$ cat src/rtl/dmem_arbiter_if.sv
// Requester-side and dmem-side signals of the two-port data-memory arbiter.
// slave = arbiter view; master = requesters plus the memory they share.
interface dmem_arbiter_if #(
  parameter int AW = 10,
  parameter int DW = 32
);
  logic          req0;
  logic          we0;
  logic [AW-1:0] addr0;
  logic [DW-1:0] wd0;
  logic          gnt0;
  logic          rvalid0;
  logic [DW-1:0] rdata0;

  logic          req1;
  logic          we1;
  logic [AW-1:0] addr1;
  logic [DW-1:0] wd1;
  logic          gnt1;
  logic          rvalid1;
  logic [DW-1:0] rdata1;

  logic          mem_we;
  logic [AW-1:0] mem_addr;
  logic [DW-1:0] mem_wd;
  logic [DW-1:0] mem_rd;

  modport slave (
    input  req0, we0, addr0, wd0, req1, we1, addr1, wd1, mem_rd,
    output gnt0, rvalid0, rdata0, gnt1, rvalid1, rdata1,
    output mem_we, mem_addr, mem_wd
  );

  modport master (
    output req0, we0, addr0, wd0, req1, we1, addr1, wd1, mem_rd,
    input  gnt0, rvalid0, rdata0, gnt1, rvalid1, rdata1,
    input  mem_we, mem_addr, mem_wd
  );
endinterface

$ cat src/rtl/dmem_arbiter.sv
// Round-robin, burst-capped owner FSM sharing one single-port dmem between two requesters.
// gnt one cycle after req from IDLE, rdata one cycle after the access; requesters hold req until granted.
module dmem_arbiter #(
  parameter int AW        = 10,
  parameter int DW        = 32,
  parameter int MAX_BURST = 4
) (
  input  logic          clock,
  input  logic          reset,
  dmem_arbiter_if.slave bus
);
  localparam logic [1:0] IDLE = 2'd0;
  localparam logic [1:0] OWN0 = 2'd1;
  localparam logic [1:0] OWN1 = 2'd2;

  localparam int            CW      = (MAX_BURST > 1) ? $clog2(MAX_BURST) : 1;
  localparam logic [CW-1:0] CNT_MAX = CW'(MAX_BURST - 1);

  logic [1:0]    state_q, state_d;
  logic [CW-1:0] cnt_q, cnt_d;
  logic          last_q, last_d;
  logic          rvalid0_q, rvalid0_d;
  logic          rvalid1_q, rvalid1_d;
  logic [DW-1:0] rdata0_q, rdata0_d;
  logic [DW-1:0] rdata1_q, rdata1_d;
  logic          acc0, acc1;

  assign acc0 = (state_q == OWN0) && bus.req0;
  assign acc1 = (state_q == OWN1) && bus.req1;

  always_comb begin
    state_d = state_q;
    cnt_d   = cnt_q;
    last_d  = last_q;
    case (state_q)
      IDLE: begin
        cnt_d = '0;
        if (bus.req0 && bus.req1) state_d = last_q ? OWN0 : OWN1;
        else if (bus.req0)        state_d = OWN0;
        else if (bus.req1)        state_d = OWN1;
      end
      OWN0: begin
        if (!bus.req0) begin
          state_d = bus.req1 ? OWN1 : IDLE;
          cnt_d   = '0;
          last_d  = 1'b0;
        end else if (bus.req1 && (cnt_q == CNT_MAX)) begin
          state_d = OWN1;
          cnt_d   = '0;
          last_d  = 1'b0;
        end else begin
          cnt_d = (cnt_q == CNT_MAX) ? cnt_q : cnt_q + 1'b1;
        end
      end
      OWN1: begin
        if (!bus.req1) begin
          state_d = bus.req0 ? OWN0 : IDLE;
          cnt_d   = '0;
          last_d  = 1'b1;
        end else if (bus.req0 && (cnt_q == CNT_MAX)) begin
          state_d = OWN0;
          cnt_d   = '0;
          last_d  = 1'b1;
        end else begin
          cnt_d = (cnt_q == CNT_MAX) ? cnt_q : cnt_q + 1'b1;
        end
      end
      default: begin
        state_d = IDLE;
        cnt_d   = '0;
      end
    endcase
  end

  // Address/data follow the owner; the write strobe also needs a live request and no reset.
  always_comb begin
    bus.mem_we   = 1'b0;
    bus.mem_addr = '0;
    bus.mem_wd   = '0;
    case (state_q)
      OWN0: begin
        bus.mem_addr = bus.addr0;
        bus.mem_wd   = bus.wd0;
        bus.mem_we   = bus.we0 && bus.req0 && !reset;
      end
      OWN1: begin
        bus.mem_addr = bus.addr1;
        bus.mem_wd   = bus.wd1;
        bus.mem_we   = bus.we1 && bus.req1 && !reset;
      end
      default: ;
    endcase
  end

  always_comb begin
    rvalid0_d = acc0 && !bus.we0;
    rvalid1_d = acc1 && !bus.we1;
    rdata0_d  = rvalid0_d ? bus.mem_rd : rdata0_q;
    rdata1_d  = rvalid1_d ? bus.mem_rd : rdata1_q;
  end

  always_ff @(posedge clock) begin
    if (reset) begin
      state_q   <= IDLE;
      cnt_q     <= '0;
      last_q    <= 1'b1;
      rvalid0_q <= 1'b0;
      rvalid1_q <= 1'b0;
      rdata0_q  <= '0;
      rdata1_q  <= '0;
    end else begin
      state_q   <= state_d;
      cnt_q     <= cnt_d;
      last_q    <= last_d;
      rvalid0_q <= rvalid0_d;
      rvalid1_q <= rvalid1_d;
      rdata0_q  <= rdata0_d;
      rdata1_q  <= rdata1_d;
    end
  end

  assign bus.gnt0    = (state_q == OWN0);
  assign bus.gnt1    = (state_q == OWN1);
  assign bus.rvalid0 = rvalid0_q;
  assign bus.rvalid1 = rvalid1_q;
  assign bus.rdata0  = rdata0_q;
  assign bus.rdata1  = rdata1_q;
endmodule

$ cat src/flat_wrapper.sv
// flat-port wrapper written by rule: the top's interface ports become plain ports
module dmem_arbiter_flat 
#(
  parameter int AW        = 10,
  parameter int DW        = 32,
  parameter int MAX_BURST = 4
)
  (clock, reset, bus_req0, bus_we0, bus_addr0, bus_wd0, bus_req1, bus_we1, bus_addr1, bus_wd1, bus_mem_rd, bus_gnt0, bus_rvalid0, bus_rdata0, bus_gnt1, bus_rvalid1, bus_rdata1, bus_mem_we, bus_mem_addr, bus_mem_wd);
  dmem_arbiter_if #(.AW(AW), .DW(DW)) bus_i ();
  input  logic clock;
  input  logic reset;
  input wire logic [$bits(bus_i.req0)-1:0] bus_req0;
  input wire logic [$bits(bus_i.we0)-1:0] bus_we0;
  input wire logic [$bits(bus_i.addr0)-1:0] bus_addr0;
  input wire logic [$bits(bus_i.wd0)-1:0] bus_wd0;
  input wire logic [$bits(bus_i.req1)-1:0] bus_req1;
  input wire logic [$bits(bus_i.we1)-1:0] bus_we1;
  input wire logic [$bits(bus_i.addr1)-1:0] bus_addr1;
  input wire logic [$bits(bus_i.wd1)-1:0] bus_wd1;
  input wire logic [$bits(bus_i.mem_rd)-1:0] bus_mem_rd;
  output wire logic [$bits(bus_i.gnt0)-1:0] bus_gnt0;
  output wire logic [$bits(bus_i.rvalid0)-1:0] bus_rvalid0;
  output wire logic [$bits(bus_i.rdata0)-1:0] bus_rdata0;
  output wire logic [$bits(bus_i.gnt1)-1:0] bus_gnt1;
  output wire logic [$bits(bus_i.rvalid1)-1:0] bus_rvalid1;
  output wire logic [$bits(bus_i.rdata1)-1:0] bus_rdata1;
  output wire logic [$bits(bus_i.mem_we)-1:0] bus_mem_we;
  output wire logic [$bits(bus_i.mem_addr)-1:0] bus_mem_addr;
  output wire logic [$bits(bus_i.mem_wd)-1:0] bus_mem_wd;
  assign bus_i.req0 = bus_req0;
  assign bus_i.we0 = bus_we0;
  assign bus_i.addr0 = bus_addr0;
  assign bus_i.wd0 = bus_wd0;
  assign bus_i.req1 = bus_req1;
  assign bus_i.we1 = bus_we1;
  assign bus_i.addr1 = bus_addr1;
  assign bus_i.wd1 = bus_wd1;
  assign bus_i.mem_rd = bus_mem_rd;
  assign bus_gnt0 = bus_i.gnt0;
  assign bus_rvalid0 = bus_i.rvalid0;
  assign bus_rdata0 = bus_i.rdata0;
  assign bus_gnt1 = bus_i.gnt1;
  assign bus_rvalid1 = bus_i.rvalid1;
  assign bus_rdata1 = bus_i.rdata1;
  assign bus_mem_we = bus_i.mem_we;
  assign bus_mem_addr = bus_i.mem_addr;
  assign bus_mem_wd = bus_i.mem_wd;
  dmem_arbiter #(.AW(AW), .DW(DW), .MAX_BURST(MAX_BURST)) u_core (.clock(clock), .reset(reset), .bus(bus_i));
endmodule
$ cat config.mk
export PLATFORM = sky130hd
export DESIGN_NAME = dmem_arbiter_flat
export DESIGN_NICKNAME = d
export VERILOG_FILES = /design/src/rtl/dmem_arbiter_if.sv /design/src/rtl/dmem_arbiter.sv /design/src/flat_wrapper.sv
export SDC_FILE = /design/constraint.sdc
export NUM_CORES = 1
export LEC_CHECK = 0
export CAP_MARGIN = 30
export CORE_MARGIN = 2
export CORE_UTILIZATION = 37
export CTS_CLUSTER_SIZE = 16
export DETAILED_ROUTE_END_ITERATION = 10
export PLACE_DENSITY = 0.94
export SETUP_SLACK_MARGIN = 0.4
export SLEW_MARGIN = 20
export SYNTH_ARGS = -nofsm -noshare
export SYNTH_HDL_FRONTEND = slang
export SYNTH_SLANG_ARGS = --single-unit
$ cat constraint.sdc
create_clock -name clock -period 2.6 [get_ports clock]
set_input_delay 0.39 -clock clock [delete_from_list [all_inputs] [get_ports clock]]
set_output_delay 0.39 -clock clock [all_outputs]
set_load 0.05 [all_outputs]
==> impl_results.html <==
<table>
<tr><th>Metric</th><th>Value</th></tr>
<tr><th colspan="2">Synthesis</th></tr>
<tr><td>Synth unique cells</td><td>25</td></tr>
<tr><td>Yosys synthesis warning count</td><td>0</td></tr>
<tr><td>Post-Synthesis Cell Area</td><td>~3100 µm²</td></tr>
<tr><td>Synthesized netlist cell count</td><td>approximately 430</td></tr>
<tr><td>Adder-cell area share of the yosys netlist</td><td>~1.6%</td></tr>
<tr><td>Flip-flop and latch count after synthesis</td><td>71</td></tr>
<tr><td>Average footprint of a synthesized cell</td><td>about 7.3 µm²</td></tr>
<tr><td>Dominant combinational cell family by area after synthesis</td><td>simple AND/OR/NAND/NOR gates</td></tr>
<tr><td>Syn nets</td><td>554</td></tr>
<tr><td>Proportion of synthesized chip area in sequential cells</td><td>a little under half</td></tr>
<tr><td>Area share of and/or/nand/nor cells after synthesis</td><td>between 20% and 30%</td></tr>
<tr><td>Xor/xnor share of the synthesized area</td><td>0%</td></tr>
<tr><td>Area fraction in compound gates after synthesis</td><td>between 20 and 25%</td></tr>
<tr><td>Proportion of synthesized area in mux cells</td><td>0%</td></tr>
<tr><th colspan="2">Power and ir drop</th></tr>
<tr><td>NetSw</td><td>roughly 0.0027 W</td></tr>
<tr><td>Power per Cell Area</td><td>approximately 860 nW/µm²</td></tr>
<tr><td>Sequential cell fraction of total power</td><td>between 20% and 30%</td></tr>
<tr><td>Internal power component</td><td>0.003201 W</td></tr>
<tr><td>Peak VDD IR</td><td>837.6 µV</td></tr>
<tr><td>Static leakage</td><td>2.244 nW</td></tr>
<tr><td>Final Power</td><td>0.005912 W</td></tr>
<tr><td>Part of the total power dissipated in combinational logic</td><td>66.3%</td></tr>
<tr><td>Sw Share</td><td>a little under half</td></tr>
<tr><td>Clock share of power</td><td>around an eighth</td></tr>
<tr><th colspan="2">Floorplanning</th></tr>
<tr><td>Initial cell density of the core</td><td>between 30% and 40%</td></tr>
<tr><td>IO Count</td><td>roughly 230</td></tr>
<tr><td>DIE AREA</td><td>about 9200 µm²</td></tr>
<tr><td>Area inside the core boundary</td><td>just over 8000 µm²</td></tr>
<tr><td>Placement Rows</td><td>33</td></tr>
<tr><td>Overall die height</td><td>roughly 96 µm</td></tr>
<tr><td>Width of the die</td><td>between 90 and 100 µm</td></tr>
<tr><th colspan="2">Hold path</th></tr>
<tr><td>Class of the most critical hold timing path</td><td>in2reg</td></tr>
<tr><th colspan="2">CTS</th></tr>
<tr><td>Buffer type at the clock tree root</td><td>sky130_fd_sc_hd__clkbuf_8</td></tr>
<tr><td>Clock input transition at the sequential cells of the worst setup and hold paths</td><td>~80 ps</td></tr>
<tr><td>CTS tree</td><td>yes</td></tr>
<tr><td>CTS H-tree depth</td><td>3</td></tr>
<tr><td>Max Buffers Root-to-Sink</td><td>2</td></tr>
<tr><td>Num Clock Sinks</td><td>about 70</td></tr>
<tr><td>Number of buffers created by CTS</td><td>9</td></tr>
<tr><td>Latest clock arrival within the worst-skew pair</td><td>330 ps</td></tr>
<tr><th colspan="2">Drt</th></tr>
<tr><td>Vias per cell</td><td>between 5 and 6</td></tr>
<tr><td>Drt pass-1 iters</td><td>4</td></tr>
<tr><td>Antenna Violating Nets Remaining</td><td>0</td></tr>
<tr><td>Detailed-route via count</td><td>around 4.0k</td></tr>
<tr><td>Wire length after detailed routing</td><td>14.41 mm</td></tr>
<tr><td>Residual DRC count</td><td>0</td></tr>
<tr><td>Drt initial violations</td><td>about 230</td></tr>
<tr><td>WL/cell</td><td>around 19 µm</td></tr>
<tr><th colspan="2">Critical path</th></tr>
<tr><td>Critical path startpoint category</td><td>flip-flop</td></tr>
<tr><td>R2R setup slack</td><td>around 540 ps</td></tr>
<tr><td>Worst setup path start</td><td>u_core.state_q[0]$_SDFFE_PP0P_</td></tr>
<tr><td>R2R Path End</td><td>u_core.bus.rdata0[27]$_SDFFE_PP0P_</td></tr>
<tr><td>Critical path endpoint</td><td>bus_mem_wd[31]</td></tr>
<tr><td>Crit end category</td><td>output pin</td></tr>
<tr><td>Reg2Reg Launch Point</td><td>u_core.state_q[1]$_SDFFE_PP0P_</td></tr>
<tr><td>Data required, critical path</td><td>around 2200 ps</td></tr>
<tr><td>Largest fanout on the critical path</td><td>12</td></tr>
<tr><td>R2r worst-path depth</td><td>8</td></tr>
<tr><td>Class of the most critical setup path</td><td>reg2out</td></tr>
<tr><td>Arrival time of the worst setup path</td><td>between 1500 and 2000 ps</td></tr>
<tr><th colspan="2">Placed design</th></tr>
<tr><td>Weighted congestion at the end of routability-driven global placement</td><td>between 0.8 and 0.9</td></tr>
<tr><td>Count of input and output buffers</td><td>about 230</td></tr>
<tr><td>Dpl cells</td><td>736</td></tr>
<tr><td>Half-perimeter wire length of the detailed placement result</td><td>9.985 mm</td></tr>
<tr><th colspan="2">Outcome</th></tr>
<tr><td>Status</td><td>finished clean</td></tr>
<tr><th colspan="2">Timing</th></tr>
<tr><td>Setup violators final</td><td>0</td></tr>
<tr><td>Final worst-path cycle share</td><td>a little over four fifths</td></tr>
<tr><td>Upper clock frequency limit</td><td>459.5 MHz</td></tr>
<tr><td>Slew HR</td><td>56.41%</td></tr>
<tr><td>Setup TNS Final</td><td>0 ps</td></tr>
<tr><td>Setup clock skew after layout</td><td>around 11 ps</td></tr>
<tr><td>Transition time of the tightest slew-check pin</td><td>approximately 650 ps</td></tr>
<tr><td>Setup repair after global routing missed its margin</td><td>false</td></tr>
<tr><td>Period minus WS final</td><td>~2200 ps</td></tr>
<tr><td>Number of max-slew violations in the final report</td><td>0</td></tr>
<tr><td>Count of final hold-check violations</td><td>0</td></tr>
<tr><th colspan="2">GRT</th></tr>
<tr><td>Pin count of the biggest net entering global routing</td><td>67</td></tr>
<tr><td>Global-route wire length before repair</td><td>between 20 and 25 mm</td></tr>
<tr><td>Vias in the first global route</td><td>4044</td></tr>
<tr><td>Global-route usage over all layers</td><td>28.79%</td></tr>
<tr><td>Total congestion overflow after global routing</td><td>0</td></tr>
<tr><td>Number of antenna violations at the first check in global routing</td><td>1</td></tr>
<tr><th colspan="2">Cells and area</th></tr>
<tr><td>Count of placed standard cells in the final layout, fillers left out</td><td>760</td></tr>
<tr><td>Final core utilization</td><td>a little over four fifths</td></tr>
<tr><td>Total of fill cells in the finished design</td><td>between 400 and 500</td></tr>
<tr><td>Nets</td><td>slightly below 800</td></tr>
<tr><td>Sequential cell area</td><td>~1400 µm²</td></tr>
<tr><td>Share of layout cells above drive strength 1</td><td>between 20% and 30%</td></tr>
<tr><td>Multi-input gate area in the final layout</td><td>roughly 2100 µm²</td></tr>
<tr><td>Area overhead of the layout relative to synthesis</td><td>119.1%</td></tr>
<tr><th colspan="2">Job</th></tr>
<tr><td>Maxcap violations</td><td>0</td></tr>
</table>
power by group through the flow:
stage / Sequential (W) / Clock [W] / Combinational [W]
final: 0.00122 / 0.000769 / 0.00392
after floorplan: 0.00143 / 0 / 0.00181
after CTS: 0.00121 / 0.000780 / 0.00367
after global routing: 0.00123 / 0.000838 / 0.00407
after global placement: 0.00123 / 0 / 0.00328
after detailed placement: 0.00123 / 0 / 0.00335
sequential cells by signal, summed over array words and instances (netlist names):
name and flops:
u_core.bus.rdata1 32, u_core.bus.rdata0 32, u_core.cnt_q 2, u_core.state_q 2
u_core.bus.rvalid1 1, u_core.bus.rvalid0 1, u_core.last_q 1
how the worst min path moves through the flow:
stage / from / to / slack (ps) / depth (start not counted)
2_1_floorplan: u_core.cnt_q[0]$_SDFF_PP0_ / u_core.cnt_q[0]$_SDFF_PP0_ / 450 / 1
3_3_place_gp: u_core.bus.rdata1[8]$_SDFFE_PP0P_ / u_core.bus.rdata1[8]$_SDFFE_PP0P_ / 440 / 2
6_report: reset / u_core.state_q[1]$_SDFFE_PP0P_ / 380 / 2
5_1_grt: reset / u_core.state_q[1]$_SDFFE_PP0P_ / 360 / 2
3_5_place_dp: u_core.bus.rdata1[6]$_SDFFE_PP0P_ / u_core.bus.rdata1[6]$_SDFFE_PP0P_ / 450 / 2
4_1_cts: reset / u_core.state_q[1]$_SDFFE_PP0P_ / 370 / 2
worst max-delay path, cell delays in order (launching register included):
cell and delay (ps):
sky130_fd_sc_hd__dfxtp_2 380, sky130_fd_sc_hd__inv_4 60, sky130_fd_sc_hd__ha_4 180, sky130_fd_sc_hd__buf_4 140, sky130_fd_sc_hd__clkbuf_16 170, sky130_fd_sc_hd__a22oi_2 280, sky130_fd_sc_hd__nor2_4 80, sky130_fd_sc_hd__buf_12 150
through the flow:
step	worst slack, ps	cell area, µm²	hold slack (ps)
floorplan	290.7	3455	447.6
global placement	546.8	6310	439.9
detailed placement	465.6	6310	445.3
CTS	346.7	6674	365.4
global route	380.5	6873	362.9
finish	423.6	6873	377.0
cell type report:
type	count	area share [%]
antenna	1	0.03641
timing repair inverter	1	0.1274
clock inverter	5	0.4915
tap	105	1.912
multi-input combinational	315	29.97
timing repair buffer	248	44.11
clock buffer	10	2.003
sequential	71	20.72
inverter	4	0.6372
cells in the final DEF (no fill, tap or decap), types with 3 or more instances in the layout:
cell type / instances
sky130_fd_sc_hd__nor2_4: 41
sky130_fd_sc_hd__nand2_1: 129
sky130_fd_sc_hd__buf_12: 50
sky130_fd_sc_hd__a21oi_1: 67
sky130_fd_sc_hd__a22oi_2: 38
sky130_fd_sc_hd__dfxtp_1: 69
sky130_fd_sc_hd__nor2_1: 10
sky130_fd_sc_hd__a22oi_1: 5
sky130_fd_sc_hd__buf_4: 6
sky130_fd_sc_hd__nand2b_1: 3
sky130_fd_sc_hd__clkbuf_8: 10
sky130_fd_sc_hd__clkbuf_16: 3
sky130_fd_sc_hd__clkdlybuf4s50_1: 186
routing by layer:
layer	wire [µm]	share of wire [%]	global-route usage (%)	vias up
met2	7457	52	50.64	233
met4	528	3.7	11.19	0
li1	-	-	-	1882
met5	0	0	0	-
met1	4993	35	30.86	1892
met3	1428	9.9	11.28	28
Yosys cell counts:
| cell | instances | area share [%] |
|---|---|---|
| sky130_fd_sc_hd__nor3_1 | 2 | 0.32 |
| sky130_fd_sc_hd__a222oi_1 | 1 | 0.32 |
| sky130_fd_sc_hd__or3_1 | 1 | 0.20 |
| sky130_fd_sc_hd__dfxtp_1 | 71 | 45 |
| sky130_fd_sc_hd__nor2_1 | 51 | 6.1 |
| sky130_fd_sc_hd__nand2_1 | 129 | 15 |
| sky130_fd_sc_hd__clkbuf_1 | 21 | 2.5 |
| sky130_fd_sc_hd__o21ai_0 | 1 | 0.16 |
| sky130_fd_sc_hd__o31ai_1 | 1 | 0.24 |
| sky130_fd_sc_hd__inv_1 | 3 | 0.36 |
| sky130_fd_sc_hd__o211ai_1 | 1 | 0.24 |
| sky130_fd_sc_hd__a21oi_1 | 67 | 11 |
| sky130_fd_sc_hd__nand3_1 | 2 | 0.32 |
| sky130_fd_sc_hd__a21o_1 | 1 | 0.24 |
| sky130_fd_sc_hd__ha_1 | 4 | 1.6 |
| sky130_fd_sc_hd__a211oi_1 | 1 | 0.24 |
| sky130_fd_sc_hd__buf_2 | 15 | 2.4 |
| sky130_fd_sc_hd__nand2b_1 | 3 | 0.60 |
| sky130_fd_sc_hd__a31oi_1 | 1 | 0.20 |
| sky130_fd_sc_hd__a21boi_0 | 1 | 0.24 |
| sky130_fd_sc_hd__and2_4 | 2 | 0.56 |
| sky130_fd_sc_hd__nor2b_1 | 3 | 0.60 |
| sky130_fd_sc_hd__clkinv_1 | 1 | 0.12 |
| sky130_fd_sc_hd__a22oi_1 | 43 | 10 |
| sky130_fd_sc_hd__buf_6 | 2 | 0.72 |
repair_timing:
item                                    4_1_cts  5_1_grt
pin swaps                                     1        1
gates cloned                                  2        2
setup buffers                                 1        3
hold buffers                                  0        0
resized for setup                            28       26
endpoints found under the setup margin       43       55
kinds of logic after synthesis:
kind of cell	Yosys count
buffers and inverters	42
AO/OA/AOI/OAI	118
AND/OR/NAND/NOR	193
flip-flops	71
adder cells (fa/ha/maj)	4
Power figures use the tool's default switching activity.
